[src/rtl/serial_link_pkg.sv]
// serial_link_pkg: shared power-sequencer state encodings for the serial link
package serial_link_pkg;
  typedef enum logic [2:0] {
    PWR_OFF        = 3'd0,
    PWR_CLK_ON     = 3'd1,
    PWR_RST_REL    = 3'd2,
    PWR_DEISO      = 3'd3,
    PWR_UP         = 3'd4,
    PWR_ISO        = 3'd5,
    PWR_RST_ASSERT = 3'd6,
    PWR_CLK_OFF    = 3'd7
  } pwr_state_e;
  typedef enum logic [3:0] {
    SEQ_OFF        = 4'd0,
    SEQ_CLK_ON     = 4'd1,
    SEQ_RST_REL    = 4'd2,
    SEQ_DEISO      = 4'd3,
    SEQ_UP         = 4'd4,
    SEQ_ISO        = 4'd5,
    SEQ_RST_ASSERT = 4'd6,
    SEQ_CLK_OFF    = 4'd7,
    SEQ_ERR        = 4'd8
  } seq_state_e;
  function automatic pwr_state_e pwr_state(seq_state_e s);
    return s == SEQ_ERR ? PWR_CLK_OFF : pwr_state_e'(s[2:0]);
  endfunction
endpackage

[src/rtl/serial_link_pwr_seq.sv]
// serial_link_pwr_seq: orders link clock, reset and isolation on enable/disable with handshake timeouts
module serial_link_pwr_seq
  import serial_link_pkg::*;
#(
  parameter int ClkSettleCycles = 4,
  parameter int RstCycles       = 8,
  parameter int IsoTimeout      = 1024
) (
  input  logic       clk_i,
  input  logic       rst_ni,
  input  logic       link_en_i,
  input  logic       err_clr_i,
  input  logic [1:0] isolated_i,
  output logic [1:0] isolate_o,
  output logic       clk_ena_o,
  output logic       reset_no,
  output logic       link_up_o,
  output logic       busy_o,
  output logic       error_o,
  output logic [2:0] state_o
);
  localparam int MaxCycles = ClkSettleCycles > RstCycles ?
    (ClkSettleCycles > IsoTimeout ? ClkSettleCycles : IsoTimeout) :
    (RstCycles > IsoTimeout ? RstCycles : IsoTimeout);
  localparam int CntWidth = $clog2(MaxCycles) + 1;
  localparam logic [CntWidth-1:0] ClkLd = CntWidth'(ClkSettleCycles - 1);
  localparam logic [CntWidth-1:0] RstLd = CntWidth'(RstCycles - 1);
  localparam logic [CntWidth-1:0] IsoLd = CntWidth'(IsoTimeout - 1);
  seq_state_e state, nxt;
  logic [CntWidth-1:0] cnt, cnt_ld, cnt_nxt;
  logic done;
  assign done = cnt == '0;
  always_comb begin
    nxt = state;
    case (state)
      SEQ_OFF:        nxt = link_en_i ? SEQ_CLK_ON : SEQ_OFF;
      SEQ_CLK_ON:     nxt = !link_en_i ? SEQ_RST_ASSERT : done ? SEQ_RST_REL : SEQ_CLK_ON;
      SEQ_RST_REL:    nxt = !link_en_i ? SEQ_RST_ASSERT : done ? SEQ_DEISO : SEQ_RST_REL;
      SEQ_DEISO:      nxt = !link_en_i ? SEQ_ISO : isolated_i == 2'b00 ? SEQ_UP :
                            done ? SEQ_ERR : SEQ_DEISO;
      SEQ_UP:         nxt = link_en_i ? SEQ_UP : SEQ_ISO;
      SEQ_ISO:        nxt = isolated_i == 2'b11 ? SEQ_RST_ASSERT : done ? SEQ_ERR : SEQ_ISO;
      SEQ_RST_ASSERT: nxt = done ? SEQ_CLK_OFF : SEQ_RST_ASSERT;
      SEQ_CLK_OFF:    nxt = SEQ_OFF;
      SEQ_ERR:        nxt = err_clr_i ? SEQ_CLK_OFF : SEQ_ERR;
      default:        nxt = SEQ_OFF;
    endcase
  end
  always_comb begin
    cnt_ld  = nxt == SEQ_CLK_ON ? ClkLd :
              (nxt == SEQ_RST_REL || nxt == SEQ_RST_ASSERT) ? RstLd : IsoLd;
    cnt_nxt = nxt != state ? cnt_ld : done ? cnt : cnt - CntWidth'(1);
  end
  always_ff @(posedge clk_i or negedge rst_ni) begin
    if (!rst_ni) begin
      state     <= SEQ_OFF;
      cnt       <= '0;
      isolate_o <= 2'b11;
      clk_ena_o <= 1'b0;
      reset_no  <= 1'b0;
      link_up_o <= 1'b0;
      busy_o    <= 1'b0;
      error_o   <= 1'b0;
      state_o   <= PWR_OFF;
    end else begin
      state     <= nxt;
      cnt       <= cnt_nxt;
      isolate_o <= (nxt == SEQ_DEISO || nxt == SEQ_UP) ? 2'b00 : 2'b11;
      clk_ena_o <= !(nxt == SEQ_OFF || nxt == SEQ_CLK_OFF);
      reset_no  <= nxt inside {SEQ_RST_REL, SEQ_DEISO, SEQ_UP, SEQ_ISO};
      link_up_o <= nxt == SEQ_UP;
      busy_o    <= !(nxt inside {SEQ_OFF, SEQ_UP, SEQ_ERR});
      error_o   <= nxt == SEQ_ERR;
      state_o   <= pwr_state(nxt);
    end
  end
endmodule
[config.mk]
export PLATFORM = sky130hd
export DESIGN_NAME = serial_link_pwr_seq
export DESIGN_NICKNAME = d
export VERILOG_FILES = /design/src/rtl/serial_link_pkg.sv /design/src/rtl/serial_link_pwr_seq.sv
export SDC_FILE = /design/constraint.sdc
export NUM_CORES = 1
export LEC_CHECK = 0
export BUFFER_PORTS_ARGS = -buffer_cell sky130_fd_sc_hd__clkbuf_2
export CAP_MARGIN = 25
export CORE_AREA = 2 2 64 66
export DETAILED_ROUTE_END_ITERATION = 8
export DIE_AREA = 0 0 66 68
export PLACE_DENSITY = 0.65
export SLEW_MARGIN = 30
export SYNTH_ARGS = -nofsm -noshare
export SYNTH_HDL_FRONTEND = slang
export SYNTH_SLANG_ARGS = --single-unit
[constraint.sdc]
create_clock -name clk_i -period 2.8 [get_ports clk_i]
set_clock_uncertainty 0.05 [all_clocks]
set_input_delay 0.28 -clock clk_i [delete_from_list [all_inputs] [get_ports clk_i]]
set_output_delay 0.28 -clock clk_i [all_outputs]
set_load 0.02 [all_outputs]
# [Word level (Yosys, flattened, before mapping)]
# Index checks and enable logic that the tools add are counted.
[classes] n_eq_ne=18 n_mux=20 add_sub_neg=1 n_reduce_logical=11
[ops] op="4-bit case mux with 8 select lines" n=1
[ops] op="4-bit by 3-bit == test with 1-bit output, second input constant" n=7
[ops] op="4-bit two-way mux" n=6
[ops] op="11-bit two-way mux" n=2
[ops] op="10-bit two-way mux" n=2
[ops] op="4-bit by 2-bit == test with 1-bit output, second input constant" n=4
[ops] op="11-bit logical NOT" n=1
[ops] op="11-bit by 1-bit subtractor with 11-bit output, second input constant" n=1
[ops] op="3-bit two-way mux" n=3
[ops] op="4-bit by 1-bit == test with 1-bit output, second input constant" n=2
[ops] op="4-bit == test, second input constant" n=2
[ops] op="4-bit logical NOT" n=2
[ops] op="1-bit two-way mux" n=4
[ops] op="2-bit two-way mux" n=2
[ops] op="4-bit != test" n=1
[ops] op="4-bit nonzero test" n=1
[ops] op="1-bit logical OR" n=3
[ops] op="3-bit nonzero test" n=1
[ops] op="2-bit == test, second input constant" n=1
[ops] op="1-bit logical NOT" n=2
[ops] op="2-bit logical NOT" n=1
[ops] op="2-bit by 1-bit != test with 1-bit output, second input constant" n=1
[totals] inputBits=6 register_bits=25 out_inout_bits=10 wordCells=59

# [Longest topological paths before layout]
[logic_depth] depth_word=10 ltp_mapped=10 depth_no_buf=9

# [Least setup slack after synthesis]
# No wires, ideal clock.
[synth_path] path_type="register to register" startpoint="register cnt[0]" endpoint="register cnt[2]" n_path_buf=0 required_ns=2.622 stages_incl_launch_ff=9 slack_ns=0.604 setup_ns=0.128 arrival_ns=2.019 cell_sequence="dfrtp_1 inv_1 ha_1 nor3b_2 nand4_4 and3_4 o21ai_1 nor3b_2 mux2_1"
[synth_between] elab_chain_cells=8 elab_cells_between_ends=19 classes_between="1 x add/sub; 3 x eq/ne; 14 x mux; 1 x reduce/logical"
[synth_lines] item="start: declaration" line_no="serial_link_pwr_seq.sv:30" rtl="logic [CntWidth-1:0] cnt, cnt_ld, cnt_nxt;"
[synth_lines] item="start signal: assignment" line_no="serial_link_pwr_seq.sv:67" rtl="cnt <= cnt_nxt;"
[synth_lines] item="11-bit logical NOT" line_no="serial_link_pwr_seq.sv:32" rtl="assign done = cnt == '0;"
[synth_lines] item="4-bit two-way mux" line_no="serial_link_pwr_seq.sv:40" rtl="done ? SEQ_ERR : SEQ_DEISO;"
[synth_lines] item="4-bit two-way mux (2 in a row)" line_no="serial_link_pwr_seq.sv:39" rtl="SEQ_DEISO: nxt = !link_en_i ? SEQ_ISO : isolated_i == 2'b00 ? SEQ_UP :"
[synth_lines] item="4-bit case mux with 8 select lines" line_no="serial_link_pwr_seq.sv:35" rtl="case (state)"
[synth_lines] item="4-bit by 1-bit == test with 1-bit output" line_no="serial_link_pwr_seq.sv:50" rtl="cnt_ld = nxt == SEQ_CLK_ON ? ClkLd :"
[synth_lines] item="10-bit two-way mux" line_no="serial_link_pwr_seq.sv:50"
[synth_lines] item="11-bit two-way mux" line_no="serial_link_pwr_seq.sv:52" rtl="cnt_nxt = nxt != state ? cnt_ld : done ? cnt : cnt - CntWidth'(1);"
# Parallel ways exist; a longest one is shown, timed or not. The select of a mux whose other input is x is not followed.
# A chain may end at the register's enable or synchronous reset.

# [Final worst setup path]
[layout_path] startpoint="register cnt[0]" endpoint="register cnt[9]"
[layout_between] elab_chain_cells=10 elab_cells_between_ends=23 classes_between="1 x add/sub; 5 x eq/ne; 15 x mux; 2 x reduce/logical"
[layout_lines] item="11-bit logical NOT" line_no="serial_link_pwr_seq.sv:32"
[layout_lines] item="4-bit two-way mux" line_no="serial_link_pwr_seq.sv:40"
[layout_lines] item="4-bit two-way mux (2 in a row)" line_no="serial_link_pwr_seq.sv:39"
[layout_lines] item="4-bit case mux with 8 select lines" line_no="serial_link_pwr_seq.sv:35"
[layout_lines] item="4-bit by 2-bit == test with 1-bit output or 4-bit by 3-bit == test with 1-bit output (tied branches)" line_no="serial_link_pwr_seq.sv:51" rtl="(nxt == SEQ_RST_REL || nxt == SEQ_RST_ASSERT) ? RstLd : IsoLd;"
[layout_lines] item="1-bit logical OR" line_no="serial_link_pwr_seq.sv:51"
[layout_lines] item="10-bit two-way mux" line_no="serial_link_pwr_seq.sv:51"
[layout_lines] item="10-bit two-way mux" line_no="serial_link_pwr_seq.sv:50"
[layout_lines] item="11-bit two-way mux" line_no="serial_link_pwr_seq.sv:52"
# Parallel ways exist; a longest one is shown, timed or not. The select of a mux whose other input is x is not followed.

==> results.cfg <==
[setup_path]
arrival_ns = 2.63
critical_path.top_delay_family = simple AND/OR/NAND/NOR gates
crit_chain = inv_1, ha_1, nor3b_2, nand4_4, and3_4, or2_1, o21ai_4, mux2i_1
criticalPathCategory = reg2reg
max_stage_delay_ns = 0.47
cp-start-kind = register
worstPathRequired_ns = 2.89
crit_fanout = 7
end_kind = register
cp_num_buf_inv = 1
slowest_stage = nor3b_2

[synthesis]
ys.flop_type = dfrtp_1
syn_avg_cell_area_um2 = 9.83
synth_area_leaders = dfrtp_1 (38%), mux2i_1 (4.6%), nand2_1 (4.2%)
synth_nets = 162
synth-edff-count = 0
syn_area_um2 = 1520
synth_top_area_cell = dfrtp_1
synthTopCellsByCount = dfrtp_1 (23), nand2_1 (17), nor2_1 (11), mux2i_1 (7)
ys_warn_count = 0
ys_types = 53
yosysSeqAreaShare = 0.395
synth_most_common_cell = dfrtp_1
netlist.area_leader.share = 0.378
synthCells = 155
ys_ff_latch = 24
synthArstFlopShare = 1.00

[routing]
wl_um = 3210
ant_nets = 0
drtIter0Drc = 20
drtPass1Iterations = 4
routedWlPerCell_um = 14.7
avgViaCountPerCell = 5.57
drc = 0
dr_total_vias = 1220

[timing]
relSlewSlack = 0.618
fin_setup_tns_ns = 0
slew_violations = 0
grt_setup_unrepaired = no
hold_violations = 0
fin_crit_sh = 0.907
whs_ns = 0.404
max_freq_mhz = 394
worst_pin_slew_ns = 0.573
period_minus_slack_ns = 2.54
final-setup-viol-count = 0

[clock_network]
ctsResizeCount = 0
clk-insertion-delay-late_ns = 0.26
post_cts_buffers = 0
clock-sinks = 24
root_buffer = clkbuf_8
clock_path_buffers = 2
cts_tree = yes
cts-buffers-inserted = 3
clk_transition_reported_paths_ns = 0.08
cts-htree-levels = 1

[global_routing]
grt.total_usage = 0.163
grt_first_pass_wirelength_um = 5580
grt_pass1_vias = 1207
overflow = 0
antenna_found_initial = 0
grt_max_degree = 25

[die]
core_um2 = 3860
initial_utilization = 0.395
num_rows = 23
die_area_um2 = 4490
dieWidth_um = 66
die_y_um = 68
ios = 16

[layout]
insertedDiodeCount = 0
layout.nets = 177
fillers = 389
syn_to_final_growth_pct = 10.8
fin_area_um2 = 1690
layout-drive-gt1-share = 0.207

[worst_hold_path]
hold_path.class = in2reg

[power]
power_density_nw_per_um2 = 1200
leakage_nw = 0.730
peakVddDrop_uv = 642
power_mw = 2.03

[status]
status = complete, no violations

[place]
hpwl_um = 2440
io_buffers = 15
gp_congestion = 0.942
postPlaceCellArea_um2 = 1620

[run]
maxCapViolCount = 0
==> worst paths after layout <==
path	startpoint	endpoint	slack [ns]	cells after the start
max in group asynchronous	rst_ni	isolate_o[0]$_DFF_PN1_	1.83	2
max	cnt[0]$_DFFE_PN0P_	cnt[9]$_DFFE_PN0P_	0.26	8
min reg2reg	cnt[10]$_DFFE_PN0P_	cnt[10]$_DFFE_PN0P_	0.49	1
min	err_clr_i	error_o$_DFF_PN0_	0.40	4
min in group asynchronous	rst_ni	cnt[0]$_DFFE_PN0P_	0.48	2
max reg2reg	cnt[0]$_DFFE_PN0P_	cnt[9]$_DFFE_PN0P_	0.26	8
==> metrics by stage <==
stage / std cells / worst slack [ns] / util
2_1_floorplan: 155 / 0.604 / -
3_3_place_gp: 214 / 0.396 / 0.421
3_5_place_dp: 214 / 0.270 / 0.421
4_1_cts: 219 / 0.258 / 0.438
5_1_grt: 219 / 0.0232 / 0.438
6_report: 219 / 0.259 / 0.438
==> logic make-up (layout without fill, tap and decap cells) <==
kind of cell	count (synthesis)	in the layout	synth area share
buffers and inverters	15	29	0.0525
multiplexers	8	8	0.0534
XOR/XNOR	10	10	0.0575
AND/OR/NAND/NOR	65	65	0.273
adder cells (fa/ha/maj)	1	1	0.00821
flip-flops	24	24	0.395
AO/OA/AOI/OAI	32	32	0.161
==> per-layer routing <==
layer  wire length (um)  track usage  up-vias
met3                111       0.0247        9
li1                   -            -      584
met5                  0            0        -
met4                 74       0.0791        0
met1               1380        0.206      596
met2               1640        0.275       31
==> cell usage in the layout, fill, tap and decap left out, types with 2 or more instances in the layout <==
cell type	instances
dfrtp_1	23
nand2_1	17
clkbuf_2	15
nor2_1	11
mux2i_1	7
inv_1	5
xnor2_1	5
a21oi_1	5
xor2_1	5
o21ai_0	4
nand2b_1	4
a21o_1	4
clkbuf_8	4
nor3b_2	3
nor3_1	3
nor2b_1	2
and4_1	2
nand4bb_1	2
and2_1	2
o32ai_1	2
nor4_1	2
a31oi_1	2
and3_4	2
inv_2	2
a2111oi_0	2
or2_2	2
or2_1	2
nand3_1	2
o211ai_1	2
buf_4	2
==> worst reg2reg max path, stage by stage (launching register included) <==
cell and delay [ns]:
dfrtp_1 0.39, inv_1 0.11, ha_1 0.21, nor3b_2 0.47, nand4_4 0.23, and3_4 0.22
or2_1 0.35, o21ai_4 0.27, mux2i_1 0.12
==> what timing repair did <==
| item | CTS | global route |
|---|---|---|
| endpoints found under the setup margin | 0 | 0 |
| endpoints found under the hold margin | 23 | 0 |
| hold buffers | 1 | 0 |
==> final cells by class <==
cell class              instances  area, um^2  share of cell area
multi-input cells             116         842               0.499
repair buffers                 18         100              0.0593
clock buffers                   4        55.1              0.0326
flip-flops and latches         24         602               0.357
inverters                       7        26.3              0.0156
well taps                      50        62.6              0.0371
==> state kept, by name (all words and copies together) (netlist names) <==
register   count
error_o        1
link_up_o      1
state          4
reset_no       1
cnt           11
busy_o         1
clk_ena_o      1
isolate_o      1
state_o        3
==> report_power, final <==
group	switching (mW)	total [mW]	internal [mW]	leakage, nW
registers	0.182	0.690	0.509	0.282
logic	0.635	1.11	0.479	0.420
clock network	0.102	0.228	0.125	0.0288
Power figures use the tool's default switching activity.
